$ cat config.mk
export PLATFORM = sky130hd
export DESIGN_NAME = stopwatch_ctrl
export DESIGN_NICKNAME = d
export VERILOG_FILES = /design/src/rtl/stopwatch_ctrl_pkg.sv /design/src/rtl/stopwatch_ctrl_key_debounce.sv /design/src/rtl/stopwatch_ctrl.sv
export SDC_FILE = /design/constraint.sdc
export NUM_CORES = 1
export LEC_CHECK = 0
export ABC_CLOCK_PERIOD_IN_PS = 2880
export CAP_MARGIN = 20
export CORE_MARGIN = 2
export CORE_UTILIZATION = 30
export CTS_CLUSTER_SIZE = 25
export DETAILED_ROUTE_END_ITERATION = 8
export PLACE_DENSITY = 0.46
export SYNTH_ARGS = -nofsm -noshare
export SYNTH_HDL_FRONTEND = slang
export SYNTH_SLANG_ARGS = --single-unit
$ cat constraint.sdc
create_clock -name CLOCK_50 -period 2.88 [get_ports CLOCK_50]
set_input_delay 0.432 -clock CLOCK_50 [delete_from_list [all_inputs] [get_ports CLOCK_50]]
set_output_delay 0.432 -clock CLOCK_50 [all_outputs]
set_load 0.1 [all_outputs]
$ cat src/rtl/stopwatch_ctrl_pkg.sv
// rtl/stopwatch_ctrl_pkg.sv - shared state, key index and BCD constants for the stopwatch controller
package stopwatch_ctrl_pkg;

  typedef enum logic [1:0] {
    ST_IDLE  = 2'd0,
    ST_RUN   = 2'd1,
    ST_PAUSE = 2'd2
  } state_e;

  localparam int KEY_STARTSTOP = 0;
  localparam int KEY_CLEAR     = 1;
  localparam int KEY_LAP       = 2;

  localparam logic [3:0] BCD_MAX = 4'd9;

endpackage

$ cat src/rtl/stopwatch_ctrl_key_debounce.sv
// rtl/stopwatch_ctrl_key_debounce.sv - synchronizer, stability debouncer and press pulse for one active-low key
module key_debounce #(
  parameter int DEBOUNCE_CYC = 1000000
) (
  input  logic clk,
  input  logic rst_n,
  input  logic key_n,
  output logic press
);

  localparam int CW = (DEBOUNCE_CYC > 1) ? $clog2(DEBOUNCE_CYC) : 1;

  logic [1:0]    sync_q, sync_d;
  logic [CW-1:0] cnt_q, cnt_d;
  logic          level_q, level_d;
  logic          press_q, press_d;

  always_comb begin
    sync_d  = {sync_q[0], key_n};
    cnt_d   = '0;
    level_d = level_q;
    // The level only moves once the synchronized key has disagreed with it for DEBOUNCE_CYC cycles in a row.
    if (sync_q[1] != level_q) begin
      if (cnt_q == CW'(DEBOUNCE_CYC - 1)) begin
        level_d = sync_q[1];
      end else begin
        cnt_d = cnt_q + CW'(1);
      end
    end
    press_d = level_q & ~level_d;
  end

  always_ff @(posedge clk or negedge rst_n) begin
    if (!rst_n) begin
      sync_q  <= 2'b11;
      cnt_q   <= '0;
      level_q <= 1'b1;
      press_q <= 1'b0;
    end else begin
      sync_q  <= sync_d;
      cnt_q   <= cnt_d;
      level_q <= level_d;
      press_q <= press_d;
    end
  end

  assign press = press_q;

endmodule

$ cat src/rtl/stopwatch_ctrl.sv
// rtl/stopwatch_ctrl.sv - start/pause/clear FSM, gated tick prescaler, BCD counter and lap freeze
module stopwatch_ctrl
  import stopwatch_ctrl_pkg::*;
#(
  parameter int TICK_DIV     = 5000000,
  parameter int DEBOUNCE_CYC = 1000000,
  parameter int NDIGITS      = 4
) (
  input  logic                   CLOCK_50,
  input  logic                   RESET_N,
  input  logic [2:0]             KEY_N,
  output logic [4*NDIGITS-1:0]   BCD,
  output logic                   RUNNING,
  output logic                   LAP_HOLD,
  output logic [1:0]             STATE,
  output logic                   TICK,
  output logic                   WRAP
);

  localparam int PW = $clog2(TICK_DIV);
  localparam int W  = 4 * NDIGITS;

  logic [2:0]    key_press;
  state_e        state_q, state_d;
  logic [PW-1:0] presc_q, presc_d;
  logic [W-1:0]  cnt_q, cnt_d;
  logic [W-1:0]  latch_q, latch_d;
  logic [W-1:0]  bcd_q, bcd_d;
  logic          lap_q, lap_d;
  logic [W-1:0]  cnt_inc;
  logic          all_nines;
  logic          inc_carry;
  logic          tick;
  logic          start_ev, clear_ev, lap_ev;

  for (genvar k = 0; k < 3; k++) begin : g_key
    key_debounce #(.DEBOUNCE_CYC(DEBOUNCE_CYC)) u_key (
      .clk   (CLOCK_50),
      .rst_n (RESET_N),
      .key_n (KEY_N[k]),
      .press (key_press[k])
    );
  end

  assign start_ev = key_press[KEY_STARTSTOP];
  assign clear_ev = key_press[KEY_CLEAR];
  assign lap_ev   = key_press[KEY_LAP];
  assign tick     = (state_q == ST_RUN) && (presc_q == PW'(TICK_DIV - 1));

  always_comb begin
    cnt_inc   = cnt_q;
    all_nines = 1'b1;
    inc_carry = 1'b1;
    for (int i = 0; i < NDIGITS; i++) begin
      if (cnt_q[4*i +: 4] != BCD_MAX) all_nines = 1'b0;
      if (inc_carry) begin
        if (cnt_q[4*i +: 4] == BCD_MAX) begin
          cnt_inc[4*i +: 4] = 4'd0;
        end else begin
          cnt_inc[4*i +: 4] = cnt_q[4*i +: 4] + 4'd1;
          inc_carry = 1'b0;
        end
      end
    end
  end

  always_comb begin
    state_d = state_q;
    presc_d = presc_q;
    cnt_d   = cnt_q;
    lap_d   = lap_q;
    latch_d = latch_q;

    // Counting is driven by the current state, so a tick on the same edge as a pause still lands.
    if (state_q == ST_RUN) begin
      if (tick) begin
        presc_d = '0;
        cnt_d   = cnt_inc;
      end else begin
        presc_d = presc_q + PW'(1);
      end
    end

    case (state_q)
      ST_IDLE: begin
        if (!clear_ev && start_ev) state_d = ST_RUN;
      end
      ST_RUN: begin
        if (start_ev) begin
          state_d = ST_PAUSE;
        end else if (lap_ev) begin
          lap_d = ~lap_q;
          if (!lap_q) latch_d = cnt_q;
        end
      end
      ST_PAUSE: begin
        if (clear_ev)      state_d = ST_IDLE;
        else if (start_ev) state_d = ST_RUN;
      end
      default: state_d = ST_IDLE;
    endcase

    if (state_d == ST_IDLE) begin
      presc_d = '0;
      cnt_d   = '0;
      lap_d   = 1'b0;
      latch_d = '0;
    end

    bcd_d = lap_d ? latch_d : cnt_d;
  end

  always_ff @(posedge CLOCK_50 or negedge RESET_N) begin
    if (!RESET_N) begin
      state_q <= ST_IDLE;
      presc_q <= '0;
      cnt_q   <= '0;
      latch_q <= '0;
      lap_q   <= 1'b0;
      bcd_q   <= '0;
    end else begin
      state_q <= state_d;
      presc_q <= presc_d;
      cnt_q   <= cnt_d;
      latch_q <= latch_d;
      lap_q   <= lap_d;
      bcd_q   <= bcd_d;
    end
  end

  assign BCD      = bcd_q;
  assign RUNNING  = (state_q == ST_RUN);
  assign LAP_HOLD = lap_q;
  assign STATE    = state_q;
  assign TICK     = tick;
  assign WRAP     = tick & all_nines;

endmodule

==> flow_summary.yaml <==
run_status:
  outcome: "finished clean"
grt:
  grt_max_degree: 74
  antenna_found_initial: 0
  grt-ovfl-total: 0
  grt_pass1_wl_um: 26300
  grt.total_usage_pct: 13.3
  grt_pass1_vias: 5137
synthesis:
  synthCells: 689
  synth_edf_count: 0
  seq_area_frac_synth_pct: 51.7
  synth_top_area_share_pct: 48.3
  yosys_warnings: 0
  synth-seq-cells: 146
  ys_async_sr_fraction_pct: 100
  synth.area.top_cells: "dfrtp_1, nor2_1, xor2_1, xnor2_1, mux2i_1"
  postSynthAreaPerCell_um2: 10.3
  synth_area_mm2: 0.00709
  synthFlopType: "dfrtp_1"
  synth_top_area_cell: "dfrtp_1"
  ys_types: 62
  syn-num-nets: 706
floorplanning:
  die_area_mm2: 0.0249
  rows: 56
  core_mm2: 0.0233
  io_pins: 27
  die_w_um: 158
  die_y_um: 158
  start_util_pct: 30.4
setup_path:
  required_ns: 2.45
  cp-startpoint: "cnt_q[1]"
  reg2reg_slack_ns: 0.36
  worstPathArrival_ns: 2.23
  start_kind: "register"
  reg2reg_from: "presc_q[7]"
  rr_endpoint: "BCD[5]"
  crit_fanout: 7
  cp-end-kind: "primary output"
  reg2reg_depth: 5
  critPathKind: "register to primary output"
drt:
  wl_per_cell_um: 14.3
  dr.pass1.iters: 4
  first_iter_violations: 259
  final_antenna_net_count: 0
  viasPerCell: 4.83
  drc: 0
  wl_um: 15100
  num_vias: 5102
placed_design:
  gp_congestion: 0.829
  place_ws_ns: 0.361
  portBuffers: 26
  dp_hpwl_um: 10200
  placed_area_mm2: 0.00774
power_and_ir_drop:
  p_seq_share_pct: 45.5
  intPower_uw: 3650
  power.density_mw_per_mm2: 546
  switchingPower_uw: 926
  ir_drop_mv: 0.290
  switching_share_pct: 20.2
  leakagePower_uw: 0.00352
  combPwrFrac_pct: 1.8
  p_clk_share_pct: 52.6
finish:
  insertedDiodeCount: 0
  nFillCells: 2308
  finalNetCount: 741
  stdcell_area_mm2: 0.00839
  area_delta_synth_final_pct: 18.2
  drive_above_1_share_pct: 13.6
  seq_area_mm2: 0.00367
  multi_input_area_mm2: 0.00326
sta:
  drv_slew: 0
  relSlewSlack_pct: 42.1
  hold_viol_final: 0
  period_minus_slack_ns: 2.66
  rsz0062_at_grt: "false"
  max_freq_mhz: 375
  hold_ws_ns: 0.0279
  period_share_pct: 92.5
  tightestPinTransition_ns: 0.862
  setup_viol: 0
  finClkSkew_ns: 0.0135
  fin_ws_ns: 0.215
  fin_tns_setup_ns: 0
cts:
  hold_buffers: 0
  cts_post_setup_buffers_inserted: 0
  clkTransAtPathRegs_ns: 0.06
  clock-root-buffer: "clkbuf_16"
  ctsHtreeMaxLevel: 4
  cts.sinks: 146
  cts-buffers-inserted: 17
  cts_tree: "built"
  clk_path_buf_depth: 2
  insertion_delay_ns: 0.42
run:
  maxCapViolCount: 0
worst_hold_path:
  hp-class: "input port to asynchronous set/reset pin"
metal layers:
metal,part of all wire [%],track usage (%)
met1,49,18.1
met2,46,20.8
met3,3.4,3.28
met4,1.4,4.20
met5,0,0
Yosys cell counts, drive strengths merged, types with 11 or more instances:
cell type and number:
and4 11, and3 21, mux2i 25, xor2 38, dfrtp 137, nand4 23
xnor2 33, clkbuf 17, nand3 38, nor2 114, inv 14, a21oi 23
nand2 41, nor4 13, ha 12, nor3 12
cell families after synthesis:
logic type	count (synthesis)	synth area share, %
AO/OA/AOI/OAI	74	6.99
XOR/XNOR	71	8.77
adder cells (fa/ha/maj)	12	2.12
buffers and inverters	39	2.68
flip-flops	146	51.7
multiplexers	29	4.16
AND/OR/NAND/NOR	318	23.6
critical path, stage by stage, from the launching register on:
cell	delay (ns)
dfrtp_1	0.42
inv_1	0.08
ha_1	0.18
and3b_1	0.21
and4_2	0.33
nand3_2	0.16
nor3_4	0.23
buf_12	0.20
through the flow:
stage                     instances  util (%)  power (uW)
after floorplan                 689         -        2150
after global placement         1024      33.2        2210
after detailed placement       1024      33.2        2210
after CTS                      1056      35.9        4660
after global routing           1056      35.9        4760
final                          1056      35.9        4580
final cells by class:
class / count / share of cell area, %
Clock buffer: 22 / 5.42
Clock inverter: 10 / 2.19
Inverter: 14 / 0.627
Multi-Input combinational cell: 504 / 38.9
Sequential cell: 146 / 43.7
Tap cell: 319 / 4.76
Timing Repair Buffer: 41 / 4.40
placed cells by master (no fill, tap or decap), types with 12 or more instances in the layout:
cell	n
buf_4	33
clkbuf_16	17
xor2_1	38
mux2i_1	25
nand4_1	23
a21oi_1	22
ha_1	12
and3_1	20
inv_1	14
dfrtp_1	135
nand2_1	41
nor2_1	112
nor4_1	13
xnor2_1	33
nand3_1	37
registers in the layout, indices dropped and copies added, names as in the netlist:
signal,flops
latch_q,16
g_key.u_key.sync_q,6
STATE,2
cnt_q,16
g_key.u_key.level_q,3
LAP_HOLD,1
g_key.u_key.cnt_q,60
g_key.u_key.press,3
BCD,16
presc_q,23
power by group through the flow:
stage	combinational, uW	clock [uW]	sequential [uW]
3_3_place_gp	87.9	0	2120
4_1_cts	90.3	2480	2080
5_1_grt	101	2570	2090
2_1_floorplan	27.7	0	2120
6_report	84.0	2410	2080
3_5_place_dp	90.0	0	2120
how the worst max path moves through the flow:
| stage | to | slack [ns] | cells past startpoint |
|---|---|---|---|
| finish | WRAP | 0.22 | 7 |
| global route | WRAP | 0.06 | 7 |
| CTS | WRAP | 0.01 | 7 |
| detailed placement | BCD[4] | 0.36 | 5 |
| global placement | BCD[5] | 0.40 | 5 |
| floorplan | WRAP | 0.12 | 5 |
what timing repair did:
item,4_1_cts,5_1_grt
setup endpoints to repair,0,1
endpoints found under the hold margin,0,0
gates resized for setup,0,3
No activity file was read; power rests on OpenSTA's default activity.
